$ cat src/rtl/rr_reg_write_arbiter_if.sv
// Bundle of the request/grant handshake and the shared register view
// exchanged between client blocks and rr_reg_write_arbiter.
// master: the client side (drives requests and data).
// slave : the arbiter side (drives grant, write strobe, register, counter).
interface rr_reg_write_arbiter_if #(
    parameter int NREQ  = 4,
    parameter int WIDTH = 8,
    parameter int CNT_W = 16
);
    logic [NREQ-1:0]       req;
    logic [NREQ*WIDTH-1:0] wdata;
    logic [NREQ-1:0]       gnt;
    logic                  wr_en;
    logic [WIDTH-1:0]      q;
    logic [CNT_W-1:0]      wcount;

    modport master (
        output req,
        output wdata,
        input  gnt,
        input  wr_en,
        input  q,
        input  wcount
    );

    modport slave (
        input  req,
        input  wdata,
        output gnt,
        output wr_en,
        output q,
        output wcount
    );
endinterface

$ cat src/rtl/rr_reg_write_arbiter.sv
// Round-robin arbiter in front of a single shared enabled register.
// Each cycle at most one eligible requester wins; its data is written into
// the shared register and a one-hot grant is raised for the following cycle
// as the acknowledge. A port granted last cycle is masked out for one cycle
// so registered clients can drop req without causing a double write.
// All outputs come straight from flops; there is no input-to-output path.
module rr_reg_write_arbiter #(
    parameter int NREQ  = 4,
    parameter int WIDTH = 8,
    parameter int CNT_W = 16
) (
    input  logic                 clk,
    input  logic                 reset,
    rr_reg_write_arbiter_if.slave bus
);
    localparam int PTR_W = (NREQ > 1) ? $clog2(NREQ) : 1;

    // Registered state
    logic [NREQ-1:0]  gnt_reg;
    logic             wr_en_reg;
    logic [WIDTH-1:0] q_reg;
    logic [CNT_W-1:0] wcount_reg;
    logic [PTR_W-1:0] ptr_reg;

    // Combinational arbitration results
    logic [NREQ-1:0]  elig;
    logic             win_found;
    logic [PTR_W-1:0] win_idx;
    logic [PTR_W-1:0] cand_idx;
    int               cand;
    logic [NREQ-1:0]  gnt_next;
    logic [PTR_W-1:0] ptr_next;
    logic [WIDTH-1:0] win_data;

    // Per-requester data slices
    logic [WIDTH-1:0] wdata_arr [NREQ];

    genvar gi;
    generate
        for (gi = 0; gi < NREQ; gi++) begin : g_unpack
            assign wdata_arr[gi] = bus.wdata[gi*WIDTH +: WIDTH];
        end
    endgenerate

    // The previous grant doubles as the mask: last cycle's winner sits out.
    assign elig = bus.req & ~gnt_reg;

    // Search elig starting at ptr, ascending with wrap-around; first hit wins.
    always_comb begin
        win_found = 1'b0;
        win_idx   = '0;
        cand      = 0;
        cand_idx  = '0;
        for (int k = 0; k < NREQ; k++) begin
            if (!win_found) begin
                if (int'(ptr_reg) + k < NREQ) begin
                    cand = int'(ptr_reg) + k;
                end else begin
                    cand = int'(ptr_reg) + k - NREQ;
                end
                cand_idx = PTR_W'(cand);
                if (elig[cand_idx]) begin
                    win_found = 1'b1;
                    win_idx   = cand_idx;
                end
            end
        end
    end

    // One-hot decode of the winner for the next grant.
    generate
        for (gi = 0; gi < NREQ; gi++) begin : g_onehot
            assign gnt_next[gi] = win_found && (win_idx == PTR_W'(gi));
        end
    endgenerate

    // Pointer moves to the port just after the winner, wrapping at NREQ.
    always_comb begin
        if (win_idx == PTR_W'(NREQ - 1)) begin
            ptr_next = '0;
        end else begin
            ptr_next = win_idx + PTR_W'(1);
        end
    end

    assign win_data = wdata_arr[win_idx];

    // Commit the winning write, update grant/strobe, pointer and counter.
    always_ff @(posedge clk) begin
        if (reset) begin
            gnt_reg    <= '0;
            wr_en_reg  <= 1'b0;
            q_reg      <= '0;
            wcount_reg <= '0;
            ptr_reg    <= '0;
        end else begin
            gnt_reg   <= gnt_next;
            wr_en_reg <= win_found;
            if (win_found) begin
                q_reg      <= win_data;
                ptr_reg    <= ptr_next;
                wcount_reg <= wcount_reg + CNT_W'(1);
            end
        end
    end

    assign bus.gnt    = gnt_reg;
    assign bus.wr_en  = wr_en_reg;
    assign bus.q      = q_reg;
    assign bus.wcount = wcount_reg;

endmodule

$ cat src/flat_wrapper.sv
// flat-port wrapper written by rule: the top's interface ports become plain ports
module rr_reg_write_arbiter_flat 
#(
    parameter int NREQ  = 4,
    parameter int WIDTH = 8,
    parameter int CNT_W = 16
)
  (clk, reset, bus_req, bus_wdata, bus_gnt, bus_wr_en, bus_q, bus_wcount);
  rr_reg_write_arbiter_if #(.NREQ(NREQ), .WIDTH(WIDTH), .CNT_W(CNT_W)) bus_i ();
  input  logic clk;
  input  logic reset;
  input wire logic [$bits(bus_i.req)-1:0] bus_req;
  input wire logic [$bits(bus_i.wdata)-1:0] bus_wdata;
  output wire logic [$bits(bus_i.gnt)-1:0] bus_gnt;
  output wire logic [$bits(bus_i.wr_en)-1:0] bus_wr_en;
  output wire logic [$bits(bus_i.q)-1:0] bus_q;
  output wire logic [$bits(bus_i.wcount)-1:0] bus_wcount;
  assign bus_i.req = bus_req;
  assign bus_i.wdata = bus_wdata;
  assign bus_gnt = bus_i.gnt;
  assign bus_wr_en = bus_i.wr_en;
  assign bus_q = bus_i.q;
  assign bus_wcount = bus_i.wcount;
  rr_reg_write_arbiter #(.NREQ(NREQ), .WIDTH(WIDTH), .CNT_W(CNT_W)) u_core (.clk(clk), .reset(reset), .bus(bus_i));
endmodule
$ cat config.mk
export PLATFORM = sky130hd
export DESIGN_NAME = rr_reg_write_arbiter_flat
export DESIGN_NICKNAME = d
export VERILOG_FILES = /design/src/rtl/rr_reg_write_arbiter_if.sv /design/src/rtl/rr_reg_write_arbiter.sv /design/src/flat_wrapper.sv
export SDC_FILE = /design/constraint.sdc
export NUM_CORES = 1
export LEC_CHECK = 0
export CAP_MARGIN = 20
export CORE_AREA = 2 2 75 77
export CTS_CLUSTER_SIZE = 8
export DETAILED_ROUTE_END_ITERATION = 7
export DIE_AREA = 0 0 77 79
export GPL_ROUTABILITY_DRIVEN = 0
export PLACE_DENSITY = 0.6
export REMOVE_ABC_BUFFERS = 1
export SYNTH_ARGS = -nofsm -noshare
export SYNTH_HDL_FRONTEND = slang
export SYNTH_SLANG_ARGS = --single-unit
$ cat constraint.sdc
create_clock -name clk -period 2.1 [get_ports clk]
set_input_delay 0.42 -clock clk [delete_from_list [all_inputs] [get_ports clk]]
set_output_delay 0.42 -clock clk [all_outputs]
set_load 0.02 [all_outputs]
Word-level counts from Yosys, hierarchy flattened
Cells that the tools add are included.
Storage, ports and cells
  word-level logic and storage cells: 67
  memory bits (read-only): 0
  bits in latches: 0
  input bits: 38
  bits in registers: 31
  memories kept: 0
  memory bits (writable): 0
Cells by class
  multiply operators: 0
  bitwise operators: 3
  reduce and logical (&&, ||, !) cells: 5
  shift-type cells: 0
  magnitude comparators: 9
  div/mod/pow operators: 0
  mux-type cells: 33
  equal/unequal tests: 3
  $add $sub $neg: 9
Operators by type and width (number)
  2-bit 2-to-1 mux: 15
  16-bit by 1-bit adder with 16-bit output, second input constant: 1
  8-bit binary-select mux with 2-bit select: 1
  8-bit 2-to-1 mux: 2
  2-bit by 3-bit < comparator with 1-bit output, second input constant: 5
  1-bit 2-to-1 mux: 11
  3-bit < comparator, second input constant: 3
  1-bit binary-select mux with 2-bit select: 4
  2-bit by 1-bit subtractor with 2-bit output, second input constant: 4
  2-bit by 2-bit adder with 3-bit output, second input constant: 2
  4-bit bitwise AND: 1
  2-bit == test, second input constant: 2
  1-bit logical AND: 4
  4-bit inverter: 1
  2-bit by 1-bit adder with 3-bit output, second input constant: 1
  3-bit greater-or-equal comparator, second input constant: 1
  2-bit inverter with 3-bit output: 1
  2-bit by 1-bit adder with 2-bit output, second input constant: 1
  2-bit by 1-bit == test with 1-bit output, second input constant: 1
  2-bit zero test: 1

Logic depth before layout (Yosys ltp)
Gate-level depths: netlist of run 1.
  word-level depth: 24
  mapped depth: 6
  depth with buffers taken out: 5

Worst setup path before layout of run 1
Ideal clock, no wire load.
  path type: flip-flop to flip-flop
  start point: register u_core.wcount_reg[0], in the netlist u_core.bus.wcount[0]
  end point: register u_core.wcount_reg[14], in the netlist u_core.bus.wcount[14]
  stages on the path, launching flop included: 6
  data arrival time: 1791 ps
  setup slack: 238 ps
  period minus slack after synthesis: 1862 ps
  path through: dfxtp_1 -> ha_1 -> o41ai_2 -> or3_4 -> or4_1 -> a21oi_1
Between the ends
  longest elaborated chain between the ends: 1
Ends and longest elaborated chain
  start: declaration: RTL line rr_reg_write_arbiter.sv:22  | logic [CNT_W-1:0] wcount_reg;
  start signal: assignment: RTL line rr_reg_write_arbiter.sv:102  | wcount_reg <= wcount_reg + CNT_W'(1);
  16-bit by 1-bit adder with 16-bit output: RTL line rr_reg_write_arbiter.sv:102
Every way passes these cells.
A chain may end at the register's enable or synchronous reset.

Final worst setup path of run 1
  start point: input port bus_req[2]
  end point: register u_core.wcount_reg[12], in the netlist u_core.bus.wcount[12]
Between the ends
  longest elaborated chain between the ends: 7
  elaborated cells on any way between the ends: 16
Ends and longest elaborated chain
  start: declaration: RTL line flat_wrapper.sv:12  | input wire logic [$bits(bus_i.req)-1:0] bus_req;
  4-bit bitwise AND *: RTL line rr_reg_write_arbiter.sv:46  | assign elig = bus.req & ~gnt_reg;
  1-bit binary-select mux with 2-bit select: RTL line rr_reg_write_arbiter.sv:62  | if (elig[cand_idx]) begin
  1-bit 2-to-1 mux (implied by the code): RTL line rr_reg_write_arbiter.sv:62
  1-bit 2-to-1 mux: RTL line rr_reg_write_arbiter.sv:62
  1-bit 2-to-1 mux (2 in a row): RTL line rr_reg_write_arbiter.sv:55  | if (!win_found) begin
  1-bit 2-to-1 mux *: RTL line rr_reg_write_arbiter.sv:55
Mark *: on every way between the ends. The rest lies on a longest branch, timed or not. The select of a mux whose other input is x is not followed.

==> impl_metrics.csv, run 1 <==
group,metric,value,unit
status,status,"complete, no violations",
pwr,vdd_drop_max,0.449,mV
cts,cts_buffers,5,
worst_setup_path,start_kind,"primary input",
route,viasPerCell,4.81,
synth,synth-main-ff-cell,"dfxtp_1",
cts,clk-insertion-delay-late,290,ps
sta,max_freq,509,MHz
place,dp_cells,311,
sta,clock_skew,8.01,ps
route,drcViolationCount,0,
synth,syn_inst,166,
global_route,grtUsageTotal,15.2,%
cts,htree_levels,2,
global_route,grt_max_degree,30,
final_layout,diodes,0,
cts,clock-sinks,31,
cts,path_clk_slew,70,ps
worst_setup_path,cp_cell_sequence,"clkdlybuf4s50_1 > nor2b_2 > o41ai_2 > or3_4 > or4_1 > a21oi_1",
final_layout,fin_util,46.9,%
die,die_y,79,um
sta,rsz0062_at_grt,"no",
worst_setup_path,crit_arrival,2180,ps
die,die_w,77,um
sta,period_needed,1960,ps
place,dp_hpwl,3140,um
sta,hold_viol,0,
synth,async_reset_ff_share,0,%
synth,synth.avg_cell_area,9.35,sq um
job,maxCapViolations,0,
pwr,powerDensity,894,nW/um^2
synth,synth_area,1550,sq um
worst_setup_path,critical_path_class,"in2reg",
final_layout,area_growth,61.1,%
global_route,grt_pass1_vias,1532,
sta,worst_pin_slew,391,ps
synth,synth-seq-cells,31,
worst_setup_path,crit_fanout,3,
pwr,leakage,0.000963,uW
die,die_area,6080,sq um
worst_setup_path,critPathMaxStageDelay,470,ps
final_layout,largest_reg_flops,16,
route,detail-route-antenna-nets,0,
final_layout,drive_above_1_share,14.2,%
final_layout,layout_commonest_cell,"clkdlybuf4s50_1",
global_route,antenna_found_initial,0,
route,vias,1528,
route,totalWireLength,4370,um
worst_hold_path,min_path_type,"reg2reg",
synth,ys_warn_count,0,
sta,setup_viol,0,
pwr,p_sw,778,uW
cts,clockBufferDepth,2,
cts,cts_tree,"done",
pwr,p_clk_share,21.5,%
pwr,netSwitchingFraction,34.8,%
cts,holdBufCountCts,0,
die,start_util,29.1,%
route,first_pass_iters,4,
die,core_area,5340,sq um
sta,maxSlewViolCount,0,
route,routedWlPerCell,13.7,um
sta,hold_ws,504,ps
place,port_buffers,66,
route,dr.first_iter.drc_count,92,
final_layout,layout_common_cells,"clkdlybuf4s50_1, dfxtp_1, mux2i_1",
die,row_count,27,
final_layout,stdcell_count,318,
worst_setup_path,cp_slowest_cell,"clkdlybuf4s50_1",
die,boundaryPins,67,
pwr,power_frac_seq,34.8,%
global_route,gr-total-overflow,0,
final_layout,fillers,570,
worst_setup_path,end_kind,"flip-flop",
cts,ctsRootBufferMaster,"clkbuf_8",
final_layout,num-nets-final,285,
global_route,grt_pass1_wl,7420,um
pwr,comb_power_share,43.7,%
synth,synth_cell_types,40,
sta,relSlewSlack,73.9,%
sta,post-route-period-util,93.5,%
pwr,p_int,1460,uW
synth,synth_edf_count,0,
worst_setup_path,required,2310,ps
synth,seq_area_frac_synth,40.0,%
## cell families after synthesis
family | count (synthesis) | synth area share (%)
AND/OR/NAND/NOR | 57 | 21.2
flip-flops | 31 | 40.0
AO/OA/AOI/OAI | 37 | 17.7
multiplexers | 16 | 10.3
XOR/XNOR | 12 | 6.77
buffers and inverters | 12 | 3.22
adder cells (fa/ha/maj) | 1 | 0.806
## metrics by stage
stage | setup TNS [ps] | setup WS [ps] | cell area, sq um | power, uW
final | 0 | 137 | 2500 | 2240
after global placement | -1580 | -134 | 2400 | 1750
after detailed placement | -2600 | -269 | 2400 | 1760
after floorplan | -6540 | -540 | 1520 | 1290
after CTS | 0 | 42.1 | 2480 | 2240
after global routing | 0 | 37.1 | 2500 | 2370
## worst max-delay path: cells and delay by family
family / cells / cell delay, ps
simple gates: 3 / 1040
buf+inv: 1 / 470
compound gates: 2 / 240
## power groups by stage
stage          clock network, uW  registers (uW)  logic, uW
6_report                     481             779        977
5_1_grt                      519             795       1060
4_1_cts                      491             774        975
3_5_place_dp                   0             784        973
3_3_place_gp                   0             785        962
2_1_floorplan                  0             875        413
## cells in the mapped netlist (all sizes together), types with 3 or more instances
cell / instances / area share (%)
a21oi: 7 / 2.3
a221oi: 8 / 4.5
and3: 3 / 1.5
clkbuf: 6 / 1.5
dfxtp: 31 / 40
inv: 4 / 0.97
mux2i: 16 / 10
nand2: 8 / 2.4
nand2b: 4 / 1.6
nand3: 3 / 0.97
nand4: 5 / 2.0
nor2: 14 / 3.4
nor3: 4 / 1.3
nor4: 6 / 2.4
o21ai: 5 / 1.6
o21bai: 8 / 3.9
or3: 3 / 1.6
xnor2: 8 / 4.5
xor2: 4 / 2.3
## routing by layer
layer / routed length [um] / up-vias / GRT usage, %
li1: - / 774 / -
met3: 206 / 11 / 4.32
met5: 0 / - / 0
met2: 1990 / 42 / 23.4
met1: 2070 / 701 / 20.0
met4: 102 / 0 / 6.43
## timing repair
item / in CTS / in global routing
setup buffers: 0 / 0
setup endpoints to repair: 0 / 6
gates resized for setup: 0 / 3
## cell type report
| cell class | instances | area (sq um) | area share (%) |
|---|---|---|---|
| Tap cell | 72 | 90.1 | 3.60 |
| Multi-Input combinational cell | 123 | 902 | 36.1 |
| Clock buffer | 6 | 82.6 | 3.30 |
| Clock inverter | 1 | 5.00 | 0.200 |
| Inverter | 4 | 15.0 | 0.600 |
| Timing Repair Buffer | 81 | 786 | 31.4 |
| Sequential cell | 31 | 621 | 24.8 |
## final timing paths
| path | from | to | slack [ps] | cells past startpoint |
|---|---|---|---|---|
| worst min-delay path | u_core.bus.wcount[1]$_SDFFE_PP0N_ | u_core.bus.wcount[1]$_SDFFE_PP0N_ | 500 | 2 |
| worst min register to register | u_core.bus.wcount[1]$_SDFFE_PP0N_ | u_core.bus.wcount[1]$_SDFFE_PP0N_ | 500 | 2 |
| worst max-delay path | bus_req[2] | u_core.bus.wcount[12]$_SDFFE_PP0N_ | 140 | 6 |
| worst max register to register | u_core.bus.wcount[0]$_SDFFE_PP0N_ | u_core.bus.wcount[12]$_SDFFE_PP0N_ | 270 | 5 |
Note: power is estimated with default switching activity, not from simulation.
==> inputs of run 2 (changes only) <==
PLACE_DENSITY = default   (was 0.6)
==> results of run 2 <==
The final DEF is identical to that of run 1; final timing and power are the same.
==> inputs of run 3 (changes only) <==
ABC_CLOCK_PERIOD_IN_PS = 2100   (was default)
TNS_END_PERCENT = 10   (was default)
==> results of run 3 <==
The final DEF is identical to that of run 1; final timing and power are the same.
